**src/rtl/alu_share_arb.sv**
```systemverilog
// alu_share_arb: time-shares one combinational ALU between two valid/ready requesters.
// Define ALU_ARB_RR_EN for round-robin tie-breaking; otherwise requester 0 wins ties.
module alu_share_arb #(
    parameter int XLEN  = 32,
    parameter int TAG_W = 4
) (
    input  logic             clk,
    input  logic             rst,
    input  logic             req0_valid,
    output logic             req0_ready,
    input  logic [3:0]       req0_ctrl,
    input  logic [XLEN-1:0]  req0_a,
    input  logic [XLEN-1:0]  req0_b,
    input  logic [TAG_W-1:0] req0_tag,
    input  logic             req1_valid,
    output logic             req1_ready,
    input  logic [3:0]       req1_ctrl,
    input  logic [XLEN-1:0]  req1_a,
    input  logic [XLEN-1:0]  req1_b,
    input  logic [TAG_W-1:0] req1_tag,
    output logic [3:0]       alu_ctrl_o,
    output logic [XLEN-1:0]  alu_a_o,
    output logic [XLEN-1:0]  alu_b_o,
    input  logic [XLEN-1:0]  alu_result_i,
    output logic             rsp0_valid,
    input  logic             rsp0_ready,
    output logic [XLEN-1:0]  rsp0_result,
    output logic [TAG_W-1:0] rsp0_tag,
    output logic             rsp1_valid,
    input  logic             rsp1_ready,
    output logic [XLEN-1:0]  rsp1_result,
    output logic [TAG_W-1:0] rsp1_tag,
    output logic             busy
);
    typedef enum logic [1:0] {IDLE, EXEC, RESP} state_t;
    state_t             state;
    logic               owner;
    logic [3:0]         ctrl_q;
    logic [XLEN-1:0]    a_q;
    logic [XLEN-1:0]    b_q;
    logic [XLEN-1:0]    result_q;
    logic [TAG_W-1:0]   tag_q;
    logic               grant1;
    logic               accept;
    logic               idle;
    logic               exec;
    logic               resp;
`ifdef ALU_ARB_RR_EN
    logic               last_grant;
    always_comb grant1 = req1_valid & (~req0_valid | ~last_grant);
    always_ff @(posedge clk) begin
        if (rst)
            last_grant <= 1'b1;
        else if (accept)
            last_grant <= grant1;
    end
`else
    always_comb grant1 = req1_valid & ~req0_valid;
`endif
    always_comb begin
        idle        = ~rst & (state == IDLE);
        exec        = ~rst & (state == EXEC);
        resp        = ~rst & (state == RESP);
        req0_ready  = idle & req0_valid & ~grant1;
        req1_ready  = idle & grant1;
        accept      = req0_ready | req1_ready;
        alu_ctrl_o  = exec ? ctrl_q : 4'd0;
        alu_a_o     = exec ? a_q : '0;
        alu_b_o     = exec ? b_q : '0;
        rsp0_valid  = resp & ~owner;
        rsp1_valid  = resp & owner;
        rsp0_result = rsp0_valid ? result_q : '0;
        rsp0_tag    = rsp0_valid ? tag_q : '0;
        rsp1_result = rsp1_valid ? result_q : '0;
        rsp1_tag    = rsp1_valid ? tag_q : '0;
        busy        = ~rst & (state != IDLE);
    end
    always_ff @(posedge clk) begin
        if (rst) begin
            state    <= IDLE;
            owner    <= 1'b0;
            ctrl_q   <= 4'd0;
            a_q      <= '0;
            b_q      <= '0;
            tag_q    <= '0;
            result_q <= '0;
        end else begin
            case (state)
                IDLE: if (accept) begin
                    state  <= EXEC;
                    owner  <= grant1;
                    ctrl_q <= grant1 ? req1_ctrl : req0_ctrl;
                    a_q    <= grant1 ? req1_a : req0_a;
                    b_q    <= grant1 ? req1_b : req0_b;
                    tag_q  <= grant1 ? req1_tag : req0_tag;
                end
                EXEC: begin
                    result_q <= alu_result_i;
                    state    <= RESP;
                end
                RESP: if (owner ? rsp1_ready : rsp0_ready) state <= IDLE;
                default: state <= IDLE;
            endcase
        end
    end
endmodule

```
**config.mk**
```make
export PLATFORM = sky130hd
export DESIGN_NAME = alu_share_arb
export DESIGN_NICKNAME = d
export VERILOG_FILES = /design/src/rtl/alu_share_arb.sv
export SDC_FILE = /design/constraint.sdc
export NUM_CORES = 1
export LEC_CHECK = 0
export BUFFER_PORTS_ARGS = -buffer_cell sky130_fd_sc_hd__buf_4
export CAP_MARGIN = 10
export CORE_AREA = 2 2 128 130
export DETAILED_ROUTE_END_ITERATION = 6
export DIE_AREA = 0 0 130 132
export GPL_TIMING_DRIVEN = 0
export PLACE_DENSITY = 0.67
export SYNTH_ARGS = -nofsm -noshare
export SYNTH_HDL_FRONTEND = slang
export SYNTH_SLANG_ARGS = --single-unit
```
**constraint.sdc**
```tcl
create_clock -name clk -period 1.6 [get_ports clk]
set_input_delay 0.08 -clock clk [delete_from_list [all_inputs] [get_ports clk]]
set_output_delay 0.08 -clock clk [all_outputs]
set_load 0.02 [all_outputs]
```
==> flow_summary.toml <==
[outcome]
status = "complete, but fails checks"
failed_checks = "negative setup slack"

[synth]
syn-mean-instance-area_um2 = 9.46
synth_top_area_share_pct = 40.8
synth-seq-cells = 107
post-synth-top-area-cell = "dfxtp_1"
synth_area_leaders = "dfxtp_1, and2_1, mux2i_1"
synth_area_um2 = 5250
ys_seq_area_share_pct = 40.8
synthCells = 555
netlist-cell-type-count = 29
yosysWarningCount = 0
syn-num-nets = 737

[critical_path]
crit_fanout = 6
crit_slowest_cell = "dfxtp_4"
critical_path.max_stage_delay_ps = 400
cp.required_ps = 1520
r2r_end = "b_q[10]$_SDFFE_PP0P_"
r2r-start = "state[1]$_SDFFE_PP0P_"
crit_top_cell = "buf_6"
crit_family = "simple AND/OR/NAND/NOR gates"
cp_num_buf_inv = 3
setup.worst_path.class = "flop to primary output"
startpoint_type = "flop"
reg2reg_setup_slack_ps = 40
path_cells = "nor4bb_4, buf_6, buf_6, and2_4, buf_6"
arrival_ps = 1750
reg2reg_depth = 7
end_kind = "primary output"

[timing]
fin_crit_ps = 1830
worst_hold_slack_ps = 0.752
final_max_slew_viol_count = 0
finalSetupViolCount = 143
min_period_over_period_pct = 114
fin_skew_ps = 6.17
fin_ws_ps = -229
hold_viol = 0
max_freq_mhz = 547
relSlewSlack_pct = 67.3
rsz0062_at_grt = "yes"
worst-slew-pin-transition_ps = 491

[final_layout]
final_util_pct = 67.3
final_layout_size_suffix_gt1_share_pct = 57.6
final_cell_mix = "buf_4, buf_6, and2_4"
area_delta_synth_final_pct = 101
nNetsFinal = 1185
fin_cells = 1225
final_common_cell = "buf_4"

[clock_network]
path_clk_slew_ps = 70
cts_buffers = 9
numClockSinks = 107
clk_root_buffer_cell = "clkbuf_16"
ctsLongestPathBuffers = 2
tritoncts = "built"
clkLatencyLatePin_ps = 350
h-tree-depth = 3

[run]
max_cap_viol_count = 0

[pwr]
vdd_drop_max_mv = 0.458
powerDensity_nw_per_um2 = 688
leakagePower_nw = 5.05
p_total_mw = 7.27

[die]
coreArea_um2 = 15700
ios = 327
dieArea_um2 = 17200
die_y_um = 132
rows = 46
die_x_um = 130
start_util_pct = 33.4

[routing]
first_iter_violations = 174
first_pass_iters = 4
viasPerCell = 4.70
drc = 0
wirelength_um = 20700
wl_per_cell_um = 16.9
ant_nets = 0
vias = 5752

[placed_design]
dpl.cell_count = 1097
dp_slack_ps = -267
post-dp-hpwl_um = 13600
numPortBuffers = 326
gp_congestion = 0.793

[min_path]
min_to = "a_q[25]$_SDFFE_PP0P_"
min_from = "req1_a[25]"
holdPathStages = 3
hp-class = "input port to flop"

[grt]
grt_usage_pct = 22.3
grtUsageMet3_pct = 4.67
grt_pass1_vias = 5836
grt_antenna_before_repair = 1
grt_overflow = 0
gr-usage-met1_pct = 25.7
grt-busiest-layer = "met2"
grt_max_degree = 18
grtUsageMet2_pct = 40.7
grt_first_pass_wirelength_um = 30200
cells by family (layout without fill, tap and decap cells):
| kind of cell | count (synthesis) | after routing | share of synthesized area [%] |
|---|---|---|---|
| AND/OR/NAND/NOR | 218 | 219 | 23.4 |
| flip-flops | 107 | 107 | 40.8 |
| multiplexers | 73 | 73 | 13.9 |
| buffers and inverters | 49 | 501 | 6.03 |
| AO/OA/AOI/OAI | 108 | 108 | 15.8 |
| other | 0 | 1 | 0 |
repair_timing:
action | CTS | global route
resized for setup | 221 | 164
endpoints found under the setup margin | 154 | 215
hold buffers | 68 | 0
hold endpoints to repair | 56 | 0
pin swaps | 36 | 22
cloned | 10 | 6
buffers inserted | 15 | 14
worst max path at each step:
| stage | start | to | slack (ps) | depth (start not counted) |
|---|---|---|---|---|
| finish | state[0]$_SDFFE_PP0P_ | rsp1_result[15] | -230 | 5 |
| CTS | state[1]$_SDFFE_PP0P_ | alu_b_o[22] | -200 | 8 |
| global placement | state[1]$_SDFFE_PP0P_ | rsp0_result[12] | -250 | 4 |
| detailed placement | state[1]$_SDFFE_PP0P_ | rsp0_result[12] | -270 | 4 |
| global route | owner$_SDFFE_PP0P_ | rsp1_result[24] | -300 | 5 |
| floorplan | owner$_SDFFE_PP0P_ | rsp1_result[25] | 210 | 4 |
state kept, by name (all words and copies together) (netlist names):
register	count
a_q	32
b_q	32
result_q	32
ctrl_q	4
tag_q	4
state	2
owner	1
area by class of cell:
cell class	count	area [um^2]
flip-flops and latches	107	2150
clock buffers	10	239
clock inverters	6	88.8
well taps	216	270
plain buffers	46	422
diodes	1	2.50
fillers	1244	5140
multi-input cells	400	3200
repair buffers	438	4190
inverters	1	3.75
through the flow:
step,area [um^2],TNS [ps]
floorplan,5250,0
global placement,7970,-6260
detailed placement,7970,-6950
CTS,9880,-18120
global route,10600,-27850
finish,10600,-18250
metal layers:
| layer | vias up | wire, um |
|---|---|---|
| met4 | 0 | 420 |
| met3 | 30 | 1270 |
| li1 | 2803 | - |
| met2 | 223 | 10900 |
| met5 | - | 0 |
| met1 | 2696 | 8080 |
where the power goes:
part	switching [mW]	internal [mW]	total, mW	leakage, nW
clock	1.03	1.42	2.45	0.155
sequential	0.170	2.91	3.08	0.882
combinational	0.725	1.02	1.75	4.01
cell usage after synthesis:
cell,instances
nand2b_1,2
nor3_1,1
nand3b_1,1
a21oi_1,34
nor4_1,1
nor2_4,1
nor4b_4,1
buf_4,2
nand2_2,1
a211oi_1,1
nor4bb_1,1
buf_1,6
mux2i_1,73
nand2_1,64
buf_8,7
or2_4,1
clkbuf_1,6
buf_6,2
nor2b_1,1
o2bb2ai_1,71
nor2_1,1
a21oi_4,1
buf_2,19
inv_1,1
and2_1,141
nor2_2,1
dfxtp_1,107
o2bb2ai_2,1
clkbuf_2,6
worst register-to-register path, stage by stage, from the launching register on:
cell	delay [ps]
dfxtp_4	360
buf_6	110
buf_4	130
buf_6	120
nor3_4	240
nand2_4	120
buf_2	210
o2bb2ai_1	200
Note: power is estimated with default switching activity, not from simulation.
